File: config.mk
export PLATFORM = sky130hd
export DESIGN_NAME = hex_scroll_ctrl_flat
export DESIGN_NICKNAME = d
export VERILOG_FILES = /design/src/rtl/hex_disp_pkg.sv /design/src/rtl/hex_scroll_ctrl_if.sv /design/src/rtl/tick_gen.sv /design/src/rtl/hex_scroll_ctrl.sv /design/src/flat_wrapper.sv
export SDC_FILE = /design/constraint.sdc
export NUM_CORES = 1
export LEC_CHECK = 0
export CAP_MARGIN = 40
export CORE_MARGIN = 3
export CORE_UTILIZATION = 48
export CTS_CLUSTER_SIZE = 28
export DETAILED_ROUTE_END_ITERATION = 16
export HOLD_SLACK_MARGIN = 0.05
export PLACE_DENSITY = 0.79
export REMOVE_ABC_BUFFERS = 1
export SYNTH_ARGS = -nofsm -noshare
export SYNTH_HDL_FRONTEND = slang
export SYNTH_SLANG_ARGS = --single-unit
File: constraint.sdc
create_clock -name clk -period 1.6 [get_ports clk]
set_input_delay 0.24 -clock clk [delete_from_list [all_inputs] [get_ports clk]]
set_output_delay 0.24 -clock clk [all_outputs]
set_load 0.005 [all_outputs]
File: src/rtl/hex_disp_pkg.sv
// ---------------------------------------------------------------------------
// hex_disp_pkg
// Shared types and constants for the HEX0..HEX5 scrolling-message path.
//   scroll_state_t : controller state (IDLE, SCROLL)
//   NIBBLE_ZERO    : nibble shifted into HEX0 once the message is exhausted
//   SEG_BLANK      : all-segments-off pattern used by the top-level blank mux
// ---------------------------------------------------------------------------
package hex_disp_pkg;

    typedef enum logic {IDLE, SCROLL} scroll_state_t;

    localparam logic [3:0] NIBBLE_ZERO = 4'h0;
    localparam logic [6:0] SEG_BLANK   = 7'b1111111;

endpackage

File: src/rtl/hex_scroll_ctrl_if.sv
// ---------------------------------------------------------------------------
// hex_scroll_ctrl_if
// Message handshake and display-side signals of hex_scroll_ctrl.
//   msg_valid / msg_data / msg_ready : message offer and acceptance
//   stop                             : abort an active scroll
//   digit / blank                    : per-display nibble and dark flag
//   busy / done                      : scroll status, completion pulse
// master = message source, slave = scroll controller.
// ---------------------------------------------------------------------------
interface hex_scroll_ctrl_if #(
    parameter int NUM_DIGITS  = 6,
    parameter int MSG_NIBBLES = 8
);
    logic                     msg_valid;
    logic [4*MSG_NIBBLES-1:0] msg_data;
    logic                     msg_ready;
    logic                     stop;
    logic [4*NUM_DIGITS-1:0]  digit;
    logic [NUM_DIGITS-1:0]    blank;
    logic                     busy;
    logic                     done;

    modport master (
        output msg_valid, msg_data, stop,
        input  msg_ready, digit, blank, busy, done
    );

    modport slave (
        input  msg_valid, msg_data, stop,
        output msg_ready, digit, blank, busy, done
    );
endinterface

File: src/rtl/tick_gen.sv
// ---------------------------------------------------------------------------
// tick_gen
// Divides clk down to a one-cycle tick every TICK_DIV cycles while enabled.
//   clk   : system clock
//   reset : synchronous, active-high
//   en    : count enable; count is held at 0 when low
//   clr   : clears the count, takes priority over en
//   tick  : high on the cycle the count sits at TICK_DIV-1
// ---------------------------------------------------------------------------
module tick_gen #(
    parameter int TICK_DIV = 25_000_000
) (
    input  logic clk,
    input  logic reset,
    input  logic en,
    input  logic clr,
    output logic tick
);
    localparam int CNT_W = ($clog2(TICK_DIV) < 1) ? 1 : $clog2(TICK_DIV);
    localparam logic [CNT_W-1:0] CNT_MAX = CNT_W'(TICK_DIV - 1);

    logic [CNT_W-1:0] r_count;
    logic             w_at_max;

    assign w_at_max = (r_count == CNT_MAX);

    always_ff @(posedge clk) begin
        if (reset || clr || !en) begin
            r_count <= '0;
        end else if (w_at_max) begin
            r_count <= '0;
        end else begin
            r_count <= r_count + 1'b1;
        end
    end

    // Suppressed on a clearing edge so an abort never coincides with a step.
    assign tick = en && !clr && w_at_max;
endmodule

File: src/rtl/hex_scroll_ctrl.sv
// ---------------------------------------------------------------------------
// hex_scroll_ctrl
// Scrolls a multi-nibble message right-to-left across the hex displays, one
// digit per divided tick, and pulses done once the window has fully cleared.
//   clk   : system clock, all state on posedge
//   reset : synchronous, active-high
//   bus   : hex_scroll_ctrl_if.slave (message handshake, stop, display, status)
//
// state  | meaning
// IDLE   | display dark, msg_ready high, waiting for a message
// SCROLL | shifting the window once per tick until all digits are blank again
// ---------------------------------------------------------------------------
module hex_scroll_ctrl
    import hex_disp_pkg::*;
#(
    parameter int NUM_DIGITS  = 6,
    parameter int MSG_NIBBLES = 8,
    parameter int TICK_DIV    = 25_000_000
) (
    input  logic             clk,
    input  logic             reset,
    hex_scroll_ctrl_if.slave bus
);
    localparam int TOTAL_STEPS = MSG_NIBBLES + NUM_DIGITS;
    localparam int STEP_W      = $clog2(TOTAL_STEPS + 1);
    localparam logic [STEP_W-1:0] LAST_STEP = STEP_W'(TOTAL_STEPS - 1);
    localparam logic [STEP_W-1:0] MSG_STEPS = STEP_W'(MSG_NIBBLES);

    scroll_state_t            r_state;
    scroll_state_t            w_state_next;
    logic [4*MSG_NIBBLES-1:0] r_msg;
    logic [4*NUM_DIGITS-1:0]  r_digit;
    logic [NUM_DIGITS-1:0]    r_blank;
    logic [STEP_W-1:0]        r_step;
    logic                     r_done;

    logic w_accept;
    logic w_abort;
    logic w_tick_en;
    logic w_tick;
    logic w_last;
    logic w_ready;
    logic w_busy;

    assign w_accept  = (r_state == IDLE) && bus.msg_valid;
    assign w_abort   = (r_state == SCROLL) && bus.stop;
    assign w_tick_en = (r_state == SCROLL);
    // r_step counts steps already taken, so LAST_STEP here means this tick
    // performs the final step.
    assign w_last    = w_tick && (r_step == LAST_STEP);

    tick_gen #(
        .TICK_DIV (TICK_DIV)
    ) u_tick_gen (
        .clk   (clk),
        .reset (reset),
        .en    (w_tick_en),
        .clr   (w_abort),
        .tick  (w_tick)
    );

    always_comb begin
        w_state_next = r_state;
        w_ready      = 1'b0;
        w_busy       = 1'b0;
        case (r_state)
            IDLE: begin
                w_ready = 1'b1;
                if (w_accept) w_state_next = SCROLL;
            end
            SCROLL: begin
                w_busy = 1'b1;
                if (w_abort || w_last) w_state_next = IDLE;
            end
            default: w_state_next = IDLE;
        endcase
    end

    always_ff @(posedge clk) begin
        if (reset) begin
            r_state <= IDLE;
            r_msg   <= '0;
            r_digit <= '0;
            r_blank <= '1;
            r_step  <= '0;
            r_done  <= 1'b0;
        end else begin
            r_state <= w_state_next;
            r_done  <= w_last;
            if (w_accept) begin
                r_msg   <= bus.msg_data;
                r_digit <= '0;
                r_blank <= '1;
                r_step  <= '0;
            end else if (w_abort) begin
                r_digit <= '0;
                r_blank <= '1;
                r_step  <= '0;
            end else if (w_tick) begin
                r_step <= r_step + 1'b1;
                if (r_step < MSG_STEPS) begin
                    // Message register shifts out MSB-first into HEX0.
                    r_digit <= {r_digit[4*NUM_DIGITS-5:0], r_msg[4*MSG_NIBBLES-1 -: 4]};
                    r_blank <= {r_blank[NUM_DIGITS-2:0], 1'b0};
                    r_msg   <= {r_msg[4*MSG_NIBBLES-5:0], NIBBLE_ZERO};
                end else begin
                    r_digit <= {r_digit[4*NUM_DIGITS-5:0], NIBBLE_ZERO};
                    r_blank <= {r_blank[NUM_DIGITS-2:0], 1'b1};
                end
            end
        end
    end

    assign bus.msg_ready = w_ready;
    assign bus.busy      = w_busy;
    assign bus.digit     = r_digit;
    assign bus.blank     = r_blank;
    assign bus.done      = r_done;
endmodule

File: src/flat_wrapper.sv
// flat-port wrapper written by rule: the top's interface ports become plain ports
module hex_scroll_ctrl_flat import hex_disp_pkg::*;
#(
    parameter int NUM_DIGITS  = 6,
    parameter int MSG_NIBBLES = 8,
    parameter int TICK_DIV    = 25_000_000
)
  (clk, reset, bus_msg_valid, bus_msg_data, bus_stop, bus_msg_ready, bus_digit, bus_blank, bus_busy, bus_done);
  hex_scroll_ctrl_if #(.NUM_DIGITS(NUM_DIGITS), .MSG_NIBBLES(MSG_NIBBLES)) bus_i ();
  input  logic clk;
  input  logic reset;
  input wire logic [$bits(bus_i.msg_valid)-1:0] bus_msg_valid;
  input wire logic [$bits(bus_i.msg_data)-1:0] bus_msg_data;
  input wire logic [$bits(bus_i.stop)-1:0] bus_stop;
  output wire logic [$bits(bus_i.msg_ready)-1:0] bus_msg_ready;
  output wire logic [$bits(bus_i.digit)-1:0] bus_digit;
  output wire logic [$bits(bus_i.blank)-1:0] bus_blank;
  output wire logic [$bits(bus_i.busy)-1:0] bus_busy;
  output wire logic [$bits(bus_i.done)-1:0] bus_done;
  assign bus_i.msg_valid = bus_msg_valid;
  assign bus_i.msg_data = bus_msg_data;
  assign bus_i.stop = bus_stop;
  assign bus_msg_ready = bus_i.msg_ready;
  assign bus_digit = bus_i.digit;
  assign bus_blank = bus_i.blank;
  assign bus_busy = bus_i.busy;
  assign bus_done = bus_i.done;
  hex_scroll_ctrl #(.NUM_DIGITS(NUM_DIGITS), .MSG_NIBBLES(MSG_NIBBLES), .TICK_DIV(TICK_DIV)) u_core (.clk(clk), .reset(reset), .bus(bus_i));
endmodule
# After elaboration in Yosys (flattened, before gate mapping)
# Cells that the tools add are included.
# word_totals
wordCells	40
out_inout_bits	33
input_bits	36
register_bits	93
# classes
bitwise_logic	1
muxes	11
order_cmp	1
n_reduce_logical	15
eq_ne	3
n_addsub	2
# op_table
op	n
2-to-1 mux 32 bit	4
adder 25 x 1 -> 25 bit, second input constant	1
equality test 25 bit, second input constant	1
logical AND 1 bit	5
2-to-1 mux 1 bit	5
adder 4 x 1 -> 4 bit, second input constant	1
equality test 4 bit, second input constant	1
less-than comparator 4 bit, second input constant	1
2-to-1 mux 4 bit	1
nonzero test 2 bit	2
logical OR 1 bit	3
AND reduction 3 bit	1
OR reduction 3 bit	1
zero test 1 bit	2
!= test 2 x 1 -> 1 bit, second input constant	1
case mux 1 bit (2 select lines)	1
OR reduction 2 bit	1
NOT 1 bit	1

# Logic depth before layout (Yosys ltp)
# depth
word_depth	8
ltp_mapped	8
ltp_nobuf	5

# Modules after synthesis
# Synthesis repeated with hierarchy kept, for this count alone.
# unflattened
hier_cells	451
area_unflattened_um2	4007.6
# by_module_without_submodules
module	cells_per_inst	seq_area_each_um2	n_inst	area_per_inst_um2
hex_scroll_ctrl	311	1361.3	1	2806.4
tick_gen	140	500.5	1	1201.2

# Worst setup path before layout
# Ideal clock, no wire load.
# synth_timing
path_type	register to register
from	reg u_core.u_tick_gen.r_count[0]
to	reg u_core.r_digit[17], in the netlist u_core.bus.digit[17]
required_ps	1530
setup_ps	70
path_buffers	3
slack_ps	-130
synth_period_minus_slack_ps	1730
path_stages_with_launch	9
arrival_time_ps	1660
path_cell_list	dfxtp_1 > ha_1 > and2_1 > buf_2 > and4_1 > buf_2 > buf_1 > nand3_1 > a21oi_1
# synth_via
elab_chain_len	2
# synth_rtl
element	line	source
start, declared	tick_gen.sv:22	logic [CNT_W-1:0] r_count;
start signal, assigned	tick_gen.sv:33	r_count <= r_count + 1'b1;
equality test 25 bit	tick_gen.sv:25	assign w_at_max = (r_count == CNT_MAX);
logical AND 1 bit	tick_gen.sv:38	assign tick = en && !clr && w_at_max;
end signal, assigned	hex_scroll_ctrl.sv:103	r_digit <= {r_digit[4*NUM_DIGITS-5:0], r_msg[4*MSG_NIBBLES-1 -: 4]};
end signal, assigned	hex_scroll_ctrl.sv:107	r_digit <= {r_digit[4*NUM_DIGITS-5:0], NIBBLE_ZERO};
end, declared	hex_scroll_ctrl.sv:32	logic [4*NUM_DIGITS-1:0] r_digit;
# No other way between the ends.
# A chain may end at the register's enable or synchronous reset.

# Final worst setup path
# layout_timing
from	reg u_core.u_tick_gen.r_count[9]
to	reg u_core.r_step[1]
# layout_via
elab_chain_len	2
# layout_rtl
element	line	source
equality test 25 bit	tick_gen.sv:25	
logical AND 1 bit	tick_gen.sv:38	
end signal, assigned	hex_scroll_ctrl.sv:100	r_step <= r_step + 1'b1;
end, declared	hex_scroll_ctrl.sv:34	logic [STEP_W-1:0] r_step;
# No other way between the ends.

==> impl_summary.txt <==
----------------------------------------------------
[Clock tree]
  CTS sink count ... 93
  H-tree Lvls ... 3
  Cell chosen for the clock root ... clkbuf_8
  Maximum clock path buffer count ... 2
  Worst-path clk slew ... 0.09 ns
  Clock tree from TritonCTS ... done
  Clock insertion delay at the later pin of the skew report ... 0.37 ns
  Clock buffer count from CTS ... 9

[Critical path]
  R2R depth ... 7
  Category of cells accounting for the largest share of critical-path delay ... simple AND/OR/NAND/NOR gates
  Required time reported for the critical path endpoint ... 1.89 ns
  Nature of the critical path startpoint ... flop
  Endpoint kind of the worst setup timing path ... flop
  Max Fanout on Critical Path ... 8
  Critical path data arrival time ... 2.06 ns
  Delay of the slowest cell on the worst path ... 0.35 ns
  CP Cell Sequence ... nor4b_2, buf_4, nand4_1, buf_6, buf_6, or3_1, a21oi_1
  R2r startpoint ... u_core.u_tick_gen.r_count[9]
  WP buf/inv ... 3
  End of the critical path ... u_core.r_step[1]
  Path type of the worst setup path ... flop to flop
  Critical path depth ... 7
  Worst reg2reg endpoint ... u_core.r_step[1]
  Worst reg-to-reg setup slack ... -0.16 ns
  Most numerous cell on the critical path ... buf_6
  Crit path from ... u_core.u_tick_gen.r_count[9]
  Critical path's slowest cell ... or3_1

[Yosys]
  Distinct cell type count after synthesis ... 34
  Sequential-to-total area share from yosys stat ... 45.3%
  Top post-synthesis cells by area ... dfxtp_1, a21oi_1, o21ai_0, a211oi_1, nand2b_1
  Area of the mapped netlist ... 4110 um^2
  #FFs+latches synth ... 93
  Cells after synthesis ... 483
  Fraction of synthesized cell area taken by the top area cell type ... 45.3%
  Synthesis Warnings ... 0
  Avg Synthesized Cell Area ... 8.52 um^2
  Largest area contributor in the netlist ... dfxtp_1

[Power and ir drop]
  Maximum vdd ir drop ... 0.557 mV
  Total Power Consumption ... 4.66 mW
  Pwr/cell area ... 756 nW/um^2
  Static Leakage ... 2.16 nW

[Placed design]
  GP Congestion ... 0.832
  Number of port buffers ... 68
  Half-perimeter wire length after placement ... 7050 um
  Placed standard-cell area ... 5400 um^2
  Placed instance count ... 680

[Timing]
  Achievable frequency ... 568 MHz
  Post-route fraction of the period consumed by the critical path ... 110%
  Number of endpoints failing setup at the final stage ... 81
  Total negative slack ... -6.19 ns
  Worst Tran Pin Value ... 0.403 ns
  Tightest slew margin relative to the limit ... 73.2%
  Final worst path period need ... 1.76 ns
  Number of failing hold endpoints at the final stage ... 0
  Fin worst setup slack ... -0.161 ns
  Setup repair after global routing missed its margin ... true
  Clk_skew ... 0.00880 ns
  Max-slew violation count ... 0

[Floorplanning]
  Area of the die ... 9720 um^2
  Core area ... 8260 um^2
  Die width ... 98.6 um
  Initial core utilization ... 49.8%
  Die H ... 98.6 um
  Number of standard-cell rows in the floorplan ... 33
  IO Pins ... 69

[Hold path]
  Min-delay worst type ... input pin to flop

[Drt]
  Via density per instance ... 5.98
  Number of detailed-route iterations in the first pass ... 4
  Residual antenna-violating net count after detailed routing ... 0
  Wire length per cell ... 17.0 um
  Residual DRC ... 0
  Number of DRC markers after the initial detailed-route iteration ... 179
  Vias after detailed routing ... 4238
  Routed wire length ... 12100 um

[Global route]
  Global-route usage over all layers ... 22.7%
  Global-route congestion overflow total ... 0
  Global-route wire length before repair ... 18400 um
  Pin count of the biggest net entering global routing ... 56
  Initial antenna violation count ... 0
  Via count of the first global-routing pass ... 3951

[Cells and area]
  Share of post-route cells with drive strength above 1 ... 30.6%
  Finished Layout Cells ... 709
  Area delta synth->final ... 49.7%
  Net count of the finished layout ... 638
  Antenna diode count ... 0
  Commonest non-fill, non-tap cell in the layout ... dfxtp_1
  Leading cell types in the layout, fill and taps excluded ... dfxtp_1, clkdlybuf4s50_1, a21oi_1
  Post-layout instance area ... 6160 um^2

[Job]
  Count of maximum capacitance violations ... 0

[Status]
  Violations in the final reports ... setup timing
  Outcome ... finished, violations left

----------------------------------------------------
==> registers in the layout (all words and copies together), names as in the netlist <==
signal                     cells
u_core.r_msg                  32
u_core.u_tick_gen.r_count     25
u_core.bus.digit              24
u_core.bus.blank               6
u_core.r_step                  4
u_core.bus.done                1
u_core.r_state                 1
==> cells in the mapped netlist (all sizes together) <==
library cell,instances
nor3b,3
inv,7
nand4b,4
a21oi,74
nor2b,3
o21bai,1
o22ai,1
nand2,12
nor4b,4
or4,10
and2,6
nand4,9
a211o,6
nand3,29
ha,3
and4,7
xnor2,4
nand2b,26
o21ai,60
clkbuf,24
buf,19
nor3,1
dfxtp,93
o31ai,10
xor2,6
a211oi,32
and3,9
or3,8
nor2,12
==> repair_timing <==
action,4_1_cts,5_1_grt
pin swaps,22,19
setup buffers,7,3
setup endpoints to repair,89,91
hold buffers,0,0
gates cloned,2,2
gates resized for setup,75,65
==> layer usage <==
| metal | up-vias | global-route usage [%] | routed length, um |
|---|---|---|---|
| li1 | 2014 | - | - |
| met1 | 2039 | 26.9 | 4760 |
| met5 | - | 0 | 0 |
| met2 | 143 | 40.1 | 6360 |
| met3 | 42 | 4.25 | 556 |
| met4 | 0 | 9.56 | 386 |
==> kinds of logic after synthesis <==
logic type | count (synthesis) | synth area share, %
DFF | 93 | 45.3
and+or+nand+nor | 143 | 21.0
xor gates and xnor gates | 10 | 2.13
buffers and inverters | 50 | 5.05
adders and majority gates | 3 | 0.913
AOI/OAI and AO/OA | 184 | 25.7
==> power breakdown <==
| group | total, mW | switching (mW) | leakage [nW] | internal (mW) |
|---|---|---|---|---|
| Sequential | 2.41 | 0.0217 | 0.764 | 2.39 |
| Combinational | 0.496 | 0.245 | 1.29 | 0.251 |
| Clock | 1.75 | 0.857 | 0.107 | 0.895 |
==> worst register-to-register path, cell delays in order (launching register included) <==
cell and delay, ns:
dfxtp_2 0.34, nor4b_2 0.30, buf_4 0.16, nand4_1 0.11
buf_6 0.17, buf_6 0.13, or3_1 0.35, a21oi_1 0.14
==> worst min path at each step <==
stage                   startpoint                  end  depth (start not counted)
3_5_place_dp   u_core.bus.blank[5]  u_core.bus.blank[5]                          1
6_report           bus_msg_data[1]      u_core.r_msg[1]                          3
2_1_floorplan                reset      u_core.r_msg[0]                          1
3_3_place_gp   u_core.bus.blank[5]  u_core.bus.blank[5]                          1
4_1_cts            bus_msg_data[3]      u_core.r_msg[3]                          3
5_1_grt            bus_msg_data[1]      u_core.r_msg[1]                          3
==> metrics by stage <==
stage	hold WS [ns]	worst slack, ns	util, %
2_1_floorplan	0.309	-1.18	-
3_3_place_gp	0.449	-0.239	65.4
3_5_place_dp	0.449	-0.323	65.4
4_1_cts	0.420	-0.0767	71.1
5_1_grt	0.438	-0.263	74.6
6_report	0.421	-0.161	74.6
==> cell type report <==
class                      instances  area, um^2
multi-input combinational        340        2390
fill                             586        2100
sequential                        93        1880
timing repair buffer             148        1510
tap                              105         131
clock buffer                      10         128
clock inverter                     6        93.8
inverter                           7        26.3
Note: power is estimated with default switching activity, not from simulation.
